===== config.mk =====
export PLATFORM = sky130hd
export DESIGN_NAME = root_nonrestoring_param
export DESIGN_NICKNAME = d
export VERILOG_FILES = /design/src/rtl/root_pkg.sv /design/src/rtl/root_nonrestoring_param_addsub.sv /design/src/rtl/root_nonrestoring_param.sv
export SDC_FILE = /design/constraint.sdc
export NUM_CORES = 1
export LEC_CHECK = 0
export CAP_MARGIN = 20
export CORE_MARGIN = 2
export CORE_UTILIZATION = 55
export DETAILED_ROUTE_END_ITERATION = 7
export DONT_BUFFER_PORTS = 1
export GPL_TIMING_DRIVEN = 0
export PLACE_DENSITY = 0.7
export SLEW_MARGIN = 15
export SYNTH_ARGS = -nofsm -noshare
export SYNTH_HDL_FRONTEND = slang
export SYNTH_SLANG_ARGS = --single-unit

===== constraint.sdc =====
create_clock -name clk -period 13.2 [get_ports clk]
set_input_delay 1.32 -clock clk [delete_from_list [all_inputs] [get_ports clk]]
set_output_delay 1.32 -clock clk [all_outputs]
set_load 0.02 [all_outputs]

===== src/rtl/root_pkg.sv =====
// Shared definitions for the parametrised non-restoring square-root unit.
package root_pkg;

  typedef enum logic [1:0] {
    IDLE = 2'd0,
    ITER = 2'd1,
    FIX  = 2'd2,
    DONE = 2'd3
  } root_state_t;

  function automatic bit width_ok(input int w);
    return (w >= 4) && ((w % 2) == 0);
  endfunction

endpackage


===== src/rtl/root_nonrestoring_param_addsub.sv =====
// (H+2)-bit add/subtract used for both the iteration step and the final remainder correction.
module root_addsub #(
  parameter int W = 18
) (
  input  logic [W-1:0] a,
  input  logic [W-1:0] b,
  input  logic         sub,
  input  logic         cin,
  output logic [W-1:0] s
);

  assign s = a + (sub ? ~b : b) + {{(W-1){1'b0}}, cin};

endmodule


===== src/rtl/root_nonrestoring_param.sv =====
// Sequential non-restoring integer square root: one root bit per clock, then a correction cycle.
module root_nonrestoring_param
  import root_pkg::*;
#(
  parameter  int WIDTH = 32,
  localparam int H     = WIDTH / 2,
  localparam int CW    = $clog2(H)
) (
  input  logic             clk,
  input  logic             clrn,
  input  logic [WIDTH-1:0] d,
  input  logic             load,
  input  logic             abort,
  output logic [H-1:0]     q,
  output logic [H:0]       r,
  output logic [H:0]       q_rnd,
  output logic             busy,
  output logic             ready,
  output logic [CW-1:0]    count
);

  if (!width_ok(WIDTH)) begin : g_width_check
    $error("root_nonrestoring_param: WIDTH must be even and >= 4");
  end

  root_state_t      state;
  logic [WIDTH-1:0] dreg;
  logic [H-1:0]     root;
  logic [H+1:0]     rem;
  logic [H+1:0]     as_a, as_b, as_s, r_fix;
  logic             as_sub, as_cin;
  logic [H:0]       q_rnd_nx;

  // One adder serves ITER ({rem,d[top2]} -/+ {root,sign,1}) and FIX (rem + {root,1}).
  always_comb begin
    as_sub = 1'b0;
    as_cin = 1'b0;
    as_a   = {rem[H-1:0], dreg[WIDTH-1 -: 2]};
    as_b   = {root, rem[H+1], 1'b1};
    if (state == FIX) begin
      as_a = rem;
      as_b = {1'b0, root, 1'b1};
    end else begin
      as_sub = ~rem[H+1];
      as_cin = ~rem[H+1];
    end
    r_fix    = rem[H+1] ? as_s : rem;
    q_rnd_nx = (r_fix[H:0] > {1'b0, root}) ? ({1'b0, root} + (H+1)'(1)) : {1'b0, root};
  end

  root_addsub #(.W(H + 2)) u_addsub (
    .a   (as_a),
    .b   (as_b),
    .sub (as_sub),
    .cin (as_cin),
    .s   (as_s)
  );

  always_ff @(posedge clk or negedge clrn) begin
    if (!clrn) begin
      state <= IDLE;
      dreg  <= '0;
      root  <= '0;
      rem   <= '0;
      count <= '0;
      busy  <= 1'b0;
      ready <= 1'b0;
      q     <= '0;
      r     <= '0;
      q_rnd <= '0;
    end else if (abort) begin
      state <= IDLE;
      count <= '0;
      busy  <= 1'b0;
      ready <= 1'b0;
    end else begin
      case (state)
        IDLE, DONE: begin
          if (load) begin
            dreg  <= d;
            root  <= '0;
            rem   <= '0;
            count <= '0;
            busy  <= 1'b1;
            ready <= 1'b0;
            state <= ITER;
          end
        end
        ITER: begin
          rem  <= as_s;
          root <= {root[H-2:0], ~as_s[H+1]};
          dreg <= {dreg[WIDTH-3:0], 2'b00};
          if (count == CW'(H - 1)) begin
            count <= '0;
            state <= FIX;
          end else begin
            count <= count + CW'(1);
          end
        end
        FIX: begin
          rem   <= r_fix;
          q     <= root;
          r     <= r_fix[H:0];
          q_rnd <= q_rnd_nx;
          busy  <= 1'b0;
          ready <= 1'b1;
          state <= DONE;
        end
        default: state <= IDLE;
      endcase
    end
  end

endmodule

* Word-level counts from Yosys, hierarchy flattened
Index checks and enable logic that the tools add are counted.
Storage, ports and cells: output and inout bits 56, bits in registers 124, logic and storage cells 63
Operators by class: reduce and logical (&&, ||, !) cells 11, bitwise operators 4, equality and inequality tests 7, multiplexer cells 26, add/sub/neg operators 4, magnitude comparators 1
Operators with widths (count):
- $mux W18 | 5
- $pmux W32 S2 | 1
- $pmux W18 S3 | 1
- $mux W32 | 1
- $pmux W16 S2 | 1
- $add A18 B1 Y18 | 1
- $add A18 B18 Y18 | 1
- $not A18 Y18 | 1
- $add A16 B1 Y17 const B | 1
- $gt A17 B16 Y1 | 1
- $mux W17 | 1
- $mux W16 | 1
- $mux W4 | 3
- $reduce_and A2 Y1 | 5
- $pmux W4 S2 | 1
- $mux W2 | 3
- $ne A3 B3 Y1 const B | 2
- $pmux W2 S3 | 1
- $reduce_bool A3 Y1 | 2
- $mux W1 | 5
- $add A4 B1 Y4 const B | 1
- $eq A2 B2 Y1 const B | 2
- $eq A4 B4 Y1 const B | 1
- $pmux W1 S2 | 2
- 7 further kinds | 9

* Logic depth before layout (Yosys ltp)
Gate-level depths: netlist of the first run.
depth after elaboration 9, depth in mapped cells 25

* By module
A second synthesis of the first run with hierarchy kept.
Second synthesis, totals: cells, all modules 814, area total of the unflattened synthesis 7499.7 µm²
By module, submodules not included:
- root_nonrestoring_param | times used 1, cells each 682, area an instance 6449.9 µm²
- root_addsub | times used 1, cells each 132, area an instance 1049.8 µm²

* Least setup slack after synthesis of the first run
No wires, ideal clock.
kind flip-flop to flip-flop, start reg state[0], end reg q_rnd[13], path buffers 6, period minus slack after synthesis 5.692 ns, library setup time 0.082 ns, required time 13.118 ns, path slack 7.508 ns, data arrival time 5.610 ns, cell stages (with the launch flop) 24, cell sequence dfrtp_1 -> inv_1 -> ha_1 -> clkbuf_1 -> clkbuf_1 -> clkbuf_1 -> mux2_2 -> ha_1 -> clkbuf_1 -> nand4_1 -> a211oi_1 -> nor3b_1 -> xnor2_1 -> mux2_2 -> ha_1 -> nand4_1 -> or4_4 -> a31o_1 -> a31o_1 -> buf_6 -> and3_4 -> buf_6 -> or4_1 -> a31oi_1
Between the ends: word-level cells in the longest chain between the ends 9, elaborated cells between the ends (all ways) 12, those cells by class add/sub (2); order compare (1); eq/ne (1); mux (6); bitwise (1); reduce/logical (1)
Ends and longest elaborated chain:
- start, declared | RTL line root_nonrestoring_param.sv:26 | root_state_t state;
- start signal, assigned | RTL line root_nonrestoring_param.sv:61 | state <= IDLE;
- start signal, assigned | RTL line root_nonrestoring_param.sv:72 | state <= IDLE;
- start signal, assigned | RTL line root_nonrestoring_param.sv:86 | state <= ITER;
- $eq A2 B2 Y1 (*) | RTL line root_nonrestoring_param.sv:40 | if (state == FIX) begin
- $mux W18 | RTL line root_nonrestoring_param.sv:40
- $not A18 Y18 | RTL line root_nonrestoring_param_addsub.sv:12 | assign s = a + (sub ? ~b : b) + {{(W-1){1'b0}}, cin};
- $mux W18 | RTL line root_nonrestoring_param_addsub.sv:12
- $add A18 B18 Y18 | RTL line root_nonrestoring_param_addsub.sv:12
- $add A18 B1 Y18 (*) | RTL line root_nonrestoring_param_addsub.sv:12
- $mux W18 (*) | RTL line root_nonrestoring_param.sv:47 | r_fix = rem[H+1] ? as_s : rem;
- net r_fix[12] | RTL line root_nonrestoring_param.sv:30 | logic [H+1:0] as_a, as_b, as_s, r_fix;
- $gt A17 B16 Y1 (*) | RTL line root_nonrestoring_param.sv:48 | q_rnd_nx = (r_fix[H:0] > {1'b0, root}) ? ({1'b0, root} + (H+1)'(1)) : {1'b0, root};
- $mux W17 (*) | RTL line root_nonrestoring_param.sv:48
- end signal, assigned | RTL line root_nonrestoring_param.sv:104 | q_rnd <= q_rnd_nx;
- end, declared | RTL line root_nonrestoring_param.sv:16 | output logic [H:0] q_rnd,
Mark *: on every way through the listed nets, which the timed path passes. The rest lies on a longest branch. A chain may end at the register's enable or synchronous reset.

* Worst setup path after layout of the first run
Ends and elaborated chain as after synthesis.

==> results_dict.tcl, run 1 <==
set metrics [dict create \
    timing.rr.start "state[0]" \
    viasPerCell 6.08 \
    syn-num-nets 885 \
    rrSetupSlack_ns 6.19 \
    hold_violations 0 \
    syn_area_mm2 0.00740 \
    dp_hpwl_um 14400 \
    grt_max_degree 125 \
    avgRoutedWirePerCell_um 19.1 \
    fin_nets 904 \
    clock_sinks 124 \
    path_cells "inv_1 > ha_1 > clkbuf_1 > clkbuf_1 > clkbuf_1 > o21ai_0 > ha_1 > or4_1 > a21oi_1 > o31a_1 > o21ai_0 > a21boi_0 > xor2_1 > a21oi_1 > ha_1 > nand2_1 > or4_4 > a31o_1 > a31o_1 > buf_6 > and3_4 > buf_6 > or4_1 > a31oi_1" \
    fin_crit_ns 7.01 \
    outcome "completed" \
    hold_slack_ns 0.485 \
    synth-warning-count 0 \
    worstSkewPairLatency_ns 0.42 \
    antenna_found_initial 0 \
    drive_gt1_frac 0.0877 \
    setup_ws_ns 6.19 \
    yosysMostFrequentCell "nand2_1" \
    io_pins 92 \
    yosys-top-cells-area "dfrtp_1, o21ai_0, nand2_1, ha_1, mux2_2" \
    placed_cells 988 \
    setup_viol 0 \
    grt_pass1_vias 6272 \
    fin_cells 1020 \
    r2r_cells 24 \
    grt_pass1_wl_um 32100 \
    synth_seq_cells 124 \
    synth_cell_types 55 \
    endpoint "q_rnd[13]" \
    syn_area_per_cell_um2 9.11 \
    initial_core_util 0.561 \
    clock_skew_ns 0.00797 \
    synthFlopType "dfrtp_1" \
    yosys.area.top_type "dfrtp_1" \
    yosysSeqAreaShare 0.419 \
    drv_cap 0 \
    die_h_um 120 \
    finalCritPeriodShare 0.531 \
    slowest_stage "or4_4" \
    synth_commonest_cells "nand2_1, dfrtp_1, o21ai_0" \
    hold_path.class "reg -> reg" \
    critPathLaunchType "flip-flop" \
    clockRootBuffer "clkbuf_16" \
    setup_tns_ns 0 \
    synth-edff-count 0 \
    max_stage_delay_ns 0.57 \
    worstPathArrival_ns 7.35 \
    grt_usage 0.284 \
    end_kind "flip-flop" \
    worstSetupStartpoint "state[0]" \
    wirelength_um 19500 \
    grt_overflow 0 \
    path_max_fanout 10 \
    cts_tree "done" \
    place.gp.congestion 0.970 \
    cts_buffers 17 \
    design.die.area_mm2 0.0144 \
    htreeDepth 4 \
    max_freq_mhz 143 \
    io_buffers 0 \
    cts_resized 0 \
    async_flop_share 1.00 \
    vias 6203 \
    cts-hold-fix-buffers 0 \
    clkSlewWorstSetupHoldPaths_ns 0.06 \
    ant_nets 0 \
    post_cts_buffers 0 \
    worstMarginPinSlew_ns 0.844 \
    crit_type "reg -> reg" \
    synth_cells 812 \
    rsz0062_at_grt "no" \
    die_x_um 120 \
    cp_num_cells 24 \
    clock_path_buffers 2 \
    place_ws_ns 6.37 \
    cp.required_ns 13.54 \
    relSlewSlack 0.434 \
    n_antenna_cell 0 \
    drtPass1Iterations 6 \
    crit_buf_inv 6 \
    drc 0 \
    timing.rr.end "q_rnd[13]" \
    synth_top_area_share 0.419 \
    cpLargestDelayFamily "compound AO/OA/AOI/OAI gates" \
    core_mm2 0.0132 \
    syn_to_final_growth_pct 11.0 \
    detail_route.iter0.violations 519 \
    slew_violations 0 \
    row_count 42 \
]
## final cells by class
type | instances | area, µm²
buffer | 59 | 245
clock inverter | 12 | 136
clock buffer | 20 | 457
sequential | 124 | 3100
multi-input combinational | 603 | 3960
fill | 1132 | 4980
tap | 176 | 220
inverter | 26 | 97.6
## routing by layer
metal / vias to the layer above / track usage / wire length, µm / share of wire
met1: 3015 / 0.356 / 8080 / 0.42
li1: 2931 / - / - / -
met5: - / 0 / 0 / 0
met4: 0 / 0.114 / 558 / 0.029
met3: 37 / 0.0770 / 1390 / 0.071
met2: 220 / 0.465 / 9440 / 0.48
## placed cells by master, fill, tap and decap left out, types with 4 or more instances in the layout
cell	synthesis	routed
a21oi_1	36	36
nor2_1	41	41
o21ai_0	100	100
nand2b_1	7	7
xor2_1	20	20
nand2_1	127	127
dfrtp_1	124	124
clkbuf_16	0	17
nand3_1	16	16
mux2i_1	31	31
inv_1	26	26
mux2_2	31	31
nand4_1	8	8
a311oi_1	4	4
o21a_1	4	4
a31oi_1	11	11
or4_1	5	5
nor2b_1	5	5
a211oi_1	4	4
and3_1	9	9
a21o_1	5	5
ha_1	36	36
xnor2_1	20	20
clkbuf_1	50	51
a22o_1	28	28
nor3_1	6	6
o31ai_1	5	5
buf_1	5	5
## flip-flops by register name, indices dropped and copies added, names as in the netlist, 2 cells and up
name / count
q: 16
state: 2
dreg: 32
rem: 18
q_rnd: 17
count: 4
r: 17
root: 16
## stage by stage
step,util,instance area (µm²)
floorplan,-,7400
global placement,0.578,7620
detailed placement,0.578,7620
CTS,0.623,8210
global route,0.623,8210
finish,0.623,8210
## cell families (layout without fill, tap and decap cells)
group / after synthesis / count (layout) / share of synthesized area
compound gates: 225 / 225 / 0.190
xor+xnor: 40 / 40 / 0.0473
fa+ha+maj: 37 / 37 / 0.0636
buf+inv: 85 / 117 / 0.0463
flops: 124 / 124 / 0.419
mux: 62 / 62 / 0.0891
simple gates: 239 / 239 / 0.145
## worst min-delay path by stage
stage	depth (start not counted)	from	endpoint
2_1_floorplan	2	dreg[31]	dreg[31]
3_3_place_gp	2	dreg[25]	dreg[25]
3_5_place_dp	2	dreg[5]	dreg[5]
4_1_cts	2	dreg[26]	dreg[26]
5_1_grt	2	dreg[6]	dreg[6]
6_report	2	dreg[26]	dreg[26]
## tightest hold or removal path, delay by kind of cell, from the launching register on
family / cells / cell delay, ns
AO/OA/AOI/OAI: 1 / 0.06
AND/OR/NAND/NOR: 1 / 0.05
flip-flops: 1 / 0.34
Power of run 1 is left out: the tool's default activity adds up to more than one toggle a clock period on the data nets, which glitch-free logic cannot reach.
==> run 2: changes to the inputs <==
- PLACE_DENSITY: 0.7 -> 0.73
- clock period: 13.2 -> 5.6 ns (I/O delays scaled with it)
==> run 2 against run 1 <==
Compared with the run above: via count rose by 2.0%; non-clock buffer count rose by 20; setup slack got worse by 6.1 ns; largest cell class unchanged; highest routed layer unchanged.
==> results_dict.tcl, run 2 (same netlist as run 1, synthesis figures left out) <==
set metrics [dict create \
    outcome "completed" \
    ant_nets 0 \
    timing.rr.start "state[0]" \
    clock_path_buffers 2 \
    design.die.area_mm2 0.0144 \
    relSlewSlack 0.432 \
    grt_util_met2 0.473 \
    crit_path_frequent_cell "buf_6" \
    cp.required_ns 5.94 \
    worstSetupStartpoint "state[0]" \
    syn_to_final_growth_pct 16.2 \
    slowest_stage "or4_4" \
    wirelength_um 20400 \
    antenna_found_initial 0 \
    place.gp.congestion 0.947 \
    dp_hpwl_um 14500 \
    max_freq_mhz 183 \
    critPathLaunchType "flip-flop" \
    io_pins 92 \
    vias 6329 \
    initial_core_util 0.561 \
    io_buffers 0 \
    placed_cells 988 \
    top_usage_layer "met2" \
    cpLargestDelayFamily "simple AND/OR/NAND/NOR gates" \
    fin_cells 1038 \
    largest_register_ffs 32 \
    drtPass1Iterations 7 \
    worstSkewPairLatency_ns 0.42 \
    drc 0 \
    nFillCells 1091 \
    detail_route.iter0.violations 509 \
    grt_pass1_wl_um 32600 \
    max_stage_delay_ns 0.57 \
    grt_max_degree 125 \
    end_kind "flip-flop" \
    clock_skew_ns 0.0110 \
    avgRoutedWirePerCell_um 19.6 \
    core_mm2 0.0132 \
    cts_tree "done" \
    utilization 0.652 \
    path_cells "inv_2 > ha_4 > buf_8 > buf_4 > mux2_2 > ha_4 > or4_1 > a21oi_2 > o31a_1 > buf_6 > nor2b_1 > xnor2_1 > a21oi_2 > ha_1 > nand4_1 > or4_4 > a31o_1 > a31o_1 > buf_6 > and3_4 > buf_6 > or4_1 > a31oi_1" \
    grt_overflow 0 \
    n_antenna_cell 0 \
    final_cell_mix "nand2_1, dfrtp_1, o21ai_0" \
    grt_use_met3 0.0665 \
    crit_buf_inv 6 \
    setup_viol 0 \
    htreeDepth 4 \
    final_cell_area_mm2 0.00860 \
    clockRootBuffer "clkbuf_16" \
    final_common_cell "nand2_1" \
    r2r_cells 23 \
    die_h_um 120 \
    fin_nets 924 \
    die_x_um 120 \
    hold_slack_ns 0.0671 \
    fin_crit_ns 5.46 \
    cp_num_cells 23 \
    drv_cap 0 \
    finalCritPeriodShare 0.974 \
    postPlaceCellArea_mm2 0.00763 \
    clock_sinks 124 \
    path_max_fanout 10 \
    hold_path.class "in -> async" \
    worstMarginPinSlew_ns 0.846 \
    grt_usage 0.289 \
    crit_type "reg -> reg" \
    reg.largest.list "dreg (32), rem (18)" \
    worstPathArrival_ns 5.80 \
    clkSlewWorstSetupHoldPaths_ns 0.06 \
    grt_use_met1 0.373 \
    hold_violations 0 \
    viasPerCell 6.10 \
    row_count 42 \
    grt_pass1_vias 6264 \
    cts_buffers 17 \
    regMostFlops "dreg" \
    slew_violations 0 \
    drive_gt1_frac 0.145 \
]
==> run 2: worst reg2reg max path, cell delays in order (launching register included) <==
cell and delay [ns]:
dfrtp_1 0.39, inv_2 0.08, ha_4 0.17, buf_8 0.13, buf_4 0.11, mux2_2 0.35, ha_4 0.19, or4_1 0.41
a21oi_2 0.17, o31a_1 0.25, buf_6 0.13, nor2b_1 0.05, xnor2_1 0.26, a21oi_2 0.11, ha_1 0.29, nand4_1 0.16
or4_4 0.58, a31o_1 0.23, a31o_1 0.22, buf_6 0.14, and3_4 0.16, buf_6 0.13, or4_1 0.50, a31oi_1 0.17
==> run 2: layout make-up <==
cell class	count	area, µm²	share of cell area
Inverter	26	97.6	0.0113
Clock buffer	22	454	0.0528
Sequential cell	124	3100	0.361
Buffer	56	304	0.0354
Tap cell	176	220	0.0256
Multi-Input combinational cell	603	4150	0.483
Timing Repair Buffer	23	196	0.0228
Clock inverter	8	71.3	0.00829
==> run 2: per-layer routing <==
layer,share of wire,up-vias
met4,0.031,0
met5,0,-
met2,0.49,243
met1,0.42,3077
met3,0.058,48
li1,-,2961
==> run 2: timing repair <==
action / in CTS / in global routing
pin swaps: 5 / 16
hold buffers: 1 / 0
setup buffers: 7 / 15
resized for setup: 37 / 32
endpoints found under the hold margin: 124 / 0
setup endpoints to repair: 17 / 10
==> run 2: per-stage QoR <==
step / TNS, ns / setup WS, ns
after global placement: -10.39 / -0.903
after detailed placement: -12.18 / -1.00
after CTS: 0 / 0.00175
final: 0 / 0.143
after global routing: -0.0596 / -0.0424
after floorplan: 0 / 0.0577
==> run 2: worst paths after layout <==
kind	to	slack, ns
max in group asynchronous	dreg[6]	4.99
min in group clk	dreg[28]	0.34
hold / removal	rem[14]	0.07
setup / recovery	q_rnd[15]	0.14
hold reg to reg	dreg[5]	0.48
setup reg to reg	q_rnd[15]	0.14
Power of run 2 is left out for the same reason.
==> run 3: changes to the inputs <==
- TNS_END_PERCENT: not set -> 30
==> results of run 3 <==
Final layout, timing and power as in run 2 (identical DEF).
Power of run 3 is left out for the same reason.
